`src/rtl/mmu_host_if.sv`:
```
// Host-side adapter for the 2x2 systolic matrix-multiply unit.
// Collects eight operand bytes (A then B, row-major) from a valid/ready stream and pulses
// mmu_start. It then waits for mmu_done under a watchdog and streams the four captured
// C bytes back to the host.
module mmu_host_if #(
    parameter int unsigned TIMEOUT = 16
) (
    input  logic                 clk,
    input  logic                 rst,
    input  logic [7:0]           in_data,
    input  logic                 in_valid,
    output logic                 in_ready,
    output logic [7:0]           out_data,
    output logic                 out_valid,
    input  logic                 out_ready,
    output logic                 mmu_start,
    output logic [1:0][1:0][7:0] mmu_a,
    output logic [1:0][1:0][7:0] mmu_b,
    input  logic [1:0][1:0][7:0] mmu_c,
    input  logic                 mmu_done,
    output logic                 busy,
    output logic                 timeout_err
);

    typedef enum logic [1:0] {
        StLoad,
        StStart,
        StWait,
        StDrain
    } state_e;

    // Last WAIT count value before the watchdog fires.
    localparam logic [7:0] CntLast = 8'(TIMEOUT - 1);

    state_e               r_state, w_state_next;
    logic [2:0]           r_idx, w_idx_next;
    logic [7:0]           r_cnt, w_cnt_next;
    logic [1:0][1:0][7:0] r_a, w_a_next;
    logic [1:0][1:0][7:0] r_b, w_b_next;
    logic [1:0][1:0][7:0] r_c, w_c_next;
    logic                 r_start, w_start_next;
    logic                 r_out_valid, w_out_valid_next;
    logic [7:0]           r_out_data, w_out_data_next;
    logic                 r_err, w_err_next;
    logic [1:0]           w_drain_nxt;

    assign in_ready    = (r_state == StLoad);
    assign busy        = (r_state != StLoad);
    assign mmu_start   = r_start;
    assign mmu_a       = r_a;
    assign mmu_b       = r_b;
    assign out_valid   = r_out_valid;
    assign out_data    = r_out_data;
    assign timeout_err = r_err;
    assign w_drain_nxt = r_idx[1:0] + 2'd1;

    // Next-state and registered-output logic for the load/start/wait/drain sequence.
    always_comb begin
        w_state_next     = r_state;
        w_idx_next       = r_idx;
        w_cnt_next       = r_cnt;
        w_a_next         = r_a;
        w_b_next         = r_b;
        w_c_next         = r_c;
        w_start_next     = 1'b0;
        w_out_valid_next = r_out_valid;
        w_out_data_next  = r_out_data;
        w_err_next       = r_err;

        unique case (r_state)
            StLoad: begin
                if (in_valid) begin
                    // A new job starting clears any previous watchdog error.
                    if (r_idx == 3'd0) begin
                        w_err_next = 1'b0;
                    end
                    if (!r_idx[2]) begin
                        w_a_next[r_idx[1]][r_idx[0]] = in_data;
                    end else begin
                        w_b_next[r_idx[1]][r_idx[0]] = in_data;
                    end
                    if (r_idx == 3'd7) begin
                        w_idx_next   = 3'd0;
                        w_start_next = 1'b1;
                        w_state_next = StStart;
                    end else begin
                        w_idx_next = r_idx + 3'd1;
                    end
                end
            end
            StStart: begin
                w_cnt_next   = 8'd0;
                w_state_next = StWait;
            end
            StWait: begin
                // done takes priority over a coincident watchdog expiry.
                if (mmu_done) begin
                    w_c_next         = mmu_c;
                    w_idx_next       = 3'd0;
                    w_out_valid_next = 1'b1;
                    w_out_data_next  = mmu_c[0][0];
                    w_state_next     = StDrain;
                end else if (r_cnt == CntLast) begin
                    w_err_next   = 1'b1;
                    w_idx_next   = 3'd0;
                    w_cnt_next   = 8'd0;
                    w_state_next = StLoad;
                end else begin
                    w_cnt_next = r_cnt + 8'd1;
                end
            end
            StDrain: begin
                if (r_out_valid && out_ready) begin
                    if (r_idx[1:0] == 2'd3) begin
                        w_out_valid_next = 1'b0;
                        w_out_data_next  = 8'd0;
                        w_idx_next       = 3'd0;
                        w_state_next     = StLoad;
                    end else begin
                        w_idx_next      = r_idx + 3'd1;
                        w_out_data_next = r_c[w_drain_nxt[1]][w_drain_nxt[0]];
                    end
                end
            end
            default: begin
                w_state_next = StLoad;
            end
        endcase
    end

    // State and datapath registers; reset aborts any job in flight.
    always_ff @(posedge clk or posedge rst) begin
        if (rst) begin
            r_state     <= StLoad;
            r_idx       <= 3'd0;
            r_cnt       <= 8'd0;
            r_a         <= '0;
            r_b         <= '0;
            r_c         <= '0;
            r_start     <= 1'b0;
            r_out_valid <= 1'b0;
            r_out_data  <= 8'd0;
            r_err       <= 1'b0;
        end else begin
            r_state     <= w_state_next;
            r_idx       <= w_idx_next;
            r_cnt       <= w_cnt_next;
            r_a         <= w_a_next;
            r_b         <= w_b_next;
            r_c         <= w_c_next;
            r_start     <= w_start_next;
            r_out_valid <= w_out_valid_next;
            r_out_data  <= w_out_data_next;
            r_err       <= w_err_next;
        end
    end

endmodule

```
`config.mk`:
```
export PLATFORM = sky130hd
export DESIGN_NAME = mmu_host_if
export DESIGN_NICKNAME = d
export VERILOG_FILES = /design/src/rtl/mmu_host_if.sv
export SDC_FILE = /design/constraint.sdc
export NUM_CORES = 1
export LEC_CHECK = 0
export BUFFER_PORTS_ARGS = -buffer_cell sky130_fd_sc_hd__clkbuf_2
export CORE_MARGIN = 3
export CORE_UTILIZATION = 49
export DETAILED_ROUTE_END_ITERATION = 7
export GPL_TIMING_DRIVEN = 0
export HOLD_SLACK_MARGIN = 0.02
export PLACE_DENSITY = 0.73
export RECOVER_POWER = 100
export SLEW_MARGIN = 5
export SYNTH_ARGS = -nofsm -noshare
export SYNTH_HDL_FRONTEND = slang
export SYNTH_SLANG_ARGS = --single-unit
```
`constraint.sdc`:
```
create_clock -name clk -period 9.1 [get_ports clk]
set_input_delay 0.455 -clock clk [delete_from_list [all_inputs] [get_ports clk]]
set_output_delay 0.455 -clock clk [all_outputs]
set_load 0.01 [all_outputs]
```
; Word level (Yosys, flattened, before mapping)
; Cells that the tools add are included.
[word_totals]
regBits = 120
inputBits = 45
output_inout_bits = 77
wordCells = 106
[op_classes]
addsub = 3
magnitude_cmp = 6
n_eq_ne = 15
muxes = 43
bitwise = 1
n_reduce_logical = 19
[ops]
columns = operator, count
row1 = bitwise mux 32 bit, 2
row2 = 2-to-1 mux 8 bit, 8
row3 = 2-to-1 mux 16 bit, 3
row4 = one-hot mux 8 bit (2 select lines), 2
row5 = 2-to-1 mux 3 bit, 6
row6 = demux 16 bit (select 1 bit), 1
row7 = 2-to-1 mux 2 bit, 6
row8 = != test 2 bit (second input constant), 6
row9 = 2-to-1 mux 1 bit, 10
row10 = AND reduction 5 bit, 2
row11 = one-hot mux 3 bit (3 select lines), 1
row12 = AND reduction 3 bit, 3
row13 = adder 8 x 1 -> 8 bit (second input constant), 1
row14 = demux 8 bit (select 1 bit), 1
row15 = equality test 8 x 4 -> 1 bit (second input constant), 1
row16 = less-than comparator 1 x 2 -> 1 bit (second input constant), 4
row17 = one-hot mux 2 bit (4 select lines), 1
row18 = AND reduction 4 bit, 2
row19 = nonzero test 2 bit, 4
row20 = equality test 2 bit (second input constant), 3
row21 = != test 2 x 1 -> 1 bit (second input constant), 2
row22 = one-hot mux 1 bit (2 select lines), 2
row23 = AND reduction 2 bit, 2
row24 = adder 3 x 1 -> 3 bit (second input constant), 1
row25 = other kinds (10), 13

; Logic depth before layout (Yosys ltp)
[depth]
depth_word = 8
depth_mapped = 8
depth_no_buf = 7

; Worst setup path after synthesis
; Ideal clock, no wire load.
[synth_timing]
kind = register -> register
from = reg r_idx[0]
to = reg r_out_data[3] (netlist: out_data[3])
setup_ns = 0.126
t_arrival_ns = 2.079
required_time_ns = 8.974
slack_ns = 6.895
path_stages_with_launch = 8
n_path_buf = 2
period_less_slack_ns = 2.205
path_cell_list = dfrtp_1 clkbuf_1 inv_1 ha_1 buf_2 mux4_2 a22oi_1 a21oi_1
[synth_between]
elab_chain_len = 8
word_cells_on_any_way = 9
classes_between = add/sub: 1 / eq/ne: 1 / mux: 7
[synth_rtl]
columns = item, line
row1 = "start, declared", 36  ; logic [2:0] r_idx, w_idx_next;
row2 = "start signal, assigned", 146  ; r_idx <= w_idx_next;
row3 = adder 2 x 1 -> 2 bit, 55  ; assign w_drain_nxt = r_idx[1:0] + 2'd1;
row4 = 2-to-1 mux 16 bit (implied by the code) (2 in series), 121  ; w_out_data_next = r_c[w_drain_nxt[1]][w_drain_nxt[0]];
row5 = 2-to-1 mux 8 bit (implied by the code) (2 in series), 121
row6 = 2-to-1 mux 8 bit (*), 114  ; if (r_idx[1:0] == 2'd3) begin
row7 = 2-to-1 mux 8 bit (*), 113  ; if (r_out_valid && out_ready) begin
row8 = one-hot mux 8 bit (2 select lines) (*), 70  ; unique case (r_state)
row9 = "end signal, assigned", 153  ; r_out_data <= w_out_data_next;
row10 = "end, declared", 43  ; logic [7:0] r_out_data, w_out_data_next;
; Mark *: on every way between the ends. The rest lies on a longest branch, timed or not. The select of a mux whose other input is x is not followed.
; A chain may end at the register's enable or synchronous reset.

==> results by group <==
Final layout
  – P&R area growth vs syn: 16.6%
  – N_diodes: 0
  – Fillers: 981
  – Core Util, Final: 58.9%
  – Nets: 626
  – Share of cells above drive strength 1: 16.9%

Critical path
  – CP required: 8.88 ns
  – CP bufs+invs: 3
  – CP max stage delay: 2.38 ns
  – Worst EP arrival: 4.39 ns
  – RR Startpoint: r_idx[0]$_DFFE_PP0P_
  – Cell Chain, Critical Path: clkbuf_2, clkinvlp_2, clkbuf_1
  – Worst Setup SP: rst
  – CP Class: input port to async pin
  – Worst Setup Start Kind: input port
  – CP endpoint kind: async pin
  – Slowest-stage cell, CP: clkbuf_1
  – CP top delay family: buffers and inverters
  – Worst-path fanout max: 63

Yosys
  – Netlist cell types: 42
  – Synthesis-stage register bit count: 120
  – Post-synth top cells: dfrtp_1, nand2_1, mux2_4
  – Mapped Nets: 486
  – Post-Syn Instances: 434
  – Most frequent cell after synthesis: dfrtp_1
  – Syn Area/Cell: 12.7 sq um
  – Async SR Flop Fraction: 100%
  – Most used DFF post-synth: dfrtp_1
  – Yosys top cell area share: 54.3%
  – Synthesized area: 5530 sq um
  – Top cell type by total area after synthesis: dfrtp_1
  – Synth top area cells: dfrtp_1, mux2_4, nand2_1, mux4_2, nand2_8
  – Synth Warn #: 0
  – EDFF count, synth: 0
  – Seq/Total Area, Yosys: 54.3%

Clocking
  – CTS buffer count: 17
  – Clock Sinks: 120
  – Root Buffer: clkbuf_16
  – CTS H-tree lvls: 4
  – Setup Fix Bufs, Post-CTS: 0
  – Clock Path Buffers: 2
  – # hold bufs at CTS: 0
  – CTS resizes: 0
  – CTS tree: done
  – Clock transition at path regs: 0.06 ns
  – Worst-skew pair later-pin latency: 0.40 ns

GRT
  – Initial antenna violation count: 0
  – Largest net degree at the start of global routing: 64
  – First-pass GRT wire length: 21900 um
  – Grt total ovfl: 0
  – Total global-route track usage: 21.8%
  – Vias in the first global route: 4130

Detailed routing
  – Via Count: 3940
  – WL/cell: 18.0 um
  – Routed WL: 13100 um
  – Routed Antenna Nets: 0
  – TritonRoute pass-1 iters: 4
  – DRC violations left: 0
  – 1st-iter DRT viols: 250
  – Vias per std cell: 5.42

Hold path
  – HP Class: input port to register
  – Hold path start: mmu_c[19]

Floorplan
  – Starting Density: 50.5%
  – Die Ht: 112 um
  – Core region area: 10900 sq um
  – Die area: 12600 sq um
  – # IOs: 122
  – Die W: 112 um
  – Cell row count: 38

Timing
  – Slew Viols, Final: 123
  – Slew margin rel.: -116%
  – Highest clock rate: 217 MHz
  – Setup violations, final: 0
  – Tcrit/Tclk final: 50.7%
  – RSZ-0062 raised after global routing: false
  – Total negative setup slack: 0 ns
  – Final hold violation count: 0
  – Minimum clock period: 4.61 ns
  – Worst clock skew: 0.00678 ns
  – Worst slew pin tran: 3.23 ns

Status
  – Failing checks: capacitance limit, slew limit
  – Run status: complete, but fails checks

Placement
  – Dpl hpwl: 8930 um
  – Routability congestion estimate from global placement: 0.855
  – Port Buf Inserts: 120

Power and ir drop
  – Power Dens Cells: 302 nW/um^2
  – P_leak: 3.29 nW
  – Maximum vdd drop: 0.152 mV

Flow run
  – Max-cap viol count: 2
## sequential cells by signal (all words and copies together) (netlist names)
register and flops:
mmu_a 32, mmu_b 32, mmu_start 1, out_data 8, out_valid 1, r_c 32, r_cnt 8, r_idx 3
r_state 2, timeout_err 1
## cells by family after synthesis
| family | share of synthesized area, % |
|---|---|
| compound gates | 4.98 |
| xor+xnor | 0.634 |
| fa+ha+maj | 1.59 |
| buf+inv | 3.08 |
| flops | 54.3 |
| mux | 20.7 |
| simple gates | 14.7 |
## per-layer routing
layer,share of wire (%),vias up,global-route usage [%],routed length (um)
li1,-,1773,-,-
met1,43,1989,28.8,5590
met2,49,169,35.3,6470
met3,7.1,9,6.42,929
met4,0.76,0,6.57,100
met5,0,-,0,0
## final cells by class
| cell class | count | area, sq um | area share [%] |
|---|---|---|---|
| Clock inverter | 14 | 173 | 2.68 |
| Sequential cell | 120 | 3000 | 46.6 |
| Inverter | 13 | 51.3 | 0.796 |
| Multi-Input combinational cell | 283 | 2020 | 31.3 |
| Buffer | 18 | 77.6 | 1.20 |
| Timing Repair Buffer | 121 | 508 | 7.89 |
| Tap cell | 140 | 175 | 2.72 |
| Clock buffer | 18 | 439 | 6.82 |
## cells in the final DEF, fill, tap and decap left out, types with 9 or more instances in the layout
master and instances:
nand2_1 115, clkbuf_16 17, mux2_4 9, dfrtp_1 120, clkbuf_2 43, mux2_1 55
inv_1 11, nor2_1 14, clkbuf_1 93
## metrics by stage
step           hold slack (ns)  area (sq um)  instances  setup WS (ns)  power, mW
2_1_floorplan            0.440          5530        434           5.46       1.14
3_3_place_gp             0.454          6300        694           4.23       1.30
3_5_place_dp             0.462          6330        695           6.37       1.32
4_1_cts                  0.123          6950        727           6.35       2.03
5_1_grt                  0.236          6440        727           3.48       2.06
6_report                 0.242          6440        727           4.49       1.95
## power breakdown
group          internal, mW  switching (mW)  total [mW]
Sequential            0.668          0.0854       0.754
Combinational         0.212           0.293       0.505
Clock                 0.440           0.247       0.688
## worst reg2reg max path, cell delays in order (launching register included)
cell      delay [ns]
dfrtp_1         0.37
clkbuf_1        0.56
inv_1           0.20
ha_1            0.33
clkbuf_1        0.62
mux4_2          0.61
a22oi_1         0.17
a21oi_1         0.10
## worst paths after layout
check	end	slack, ns	cells after the start
worst max-delay path	mmu_b[19]$_DFFE_PP0P_	4.49	3
worst min-delay path	r_c[19]$_DFFE_PP0P_	0.24	3
worst max register to register	out_data[5]$_DFFE_PP0P_	6.02	7
worst min register to register	r_c[5]$_DFFE_PP0P_	0.48	2
max in group clk	out_data[5]$_DFFE_PP0P_	6.02	7
min in group asynchronous	r_c[31]$_DFFE_PP0P_	0.74	2
Note: power is estimated with default switching activity, not from simulation.
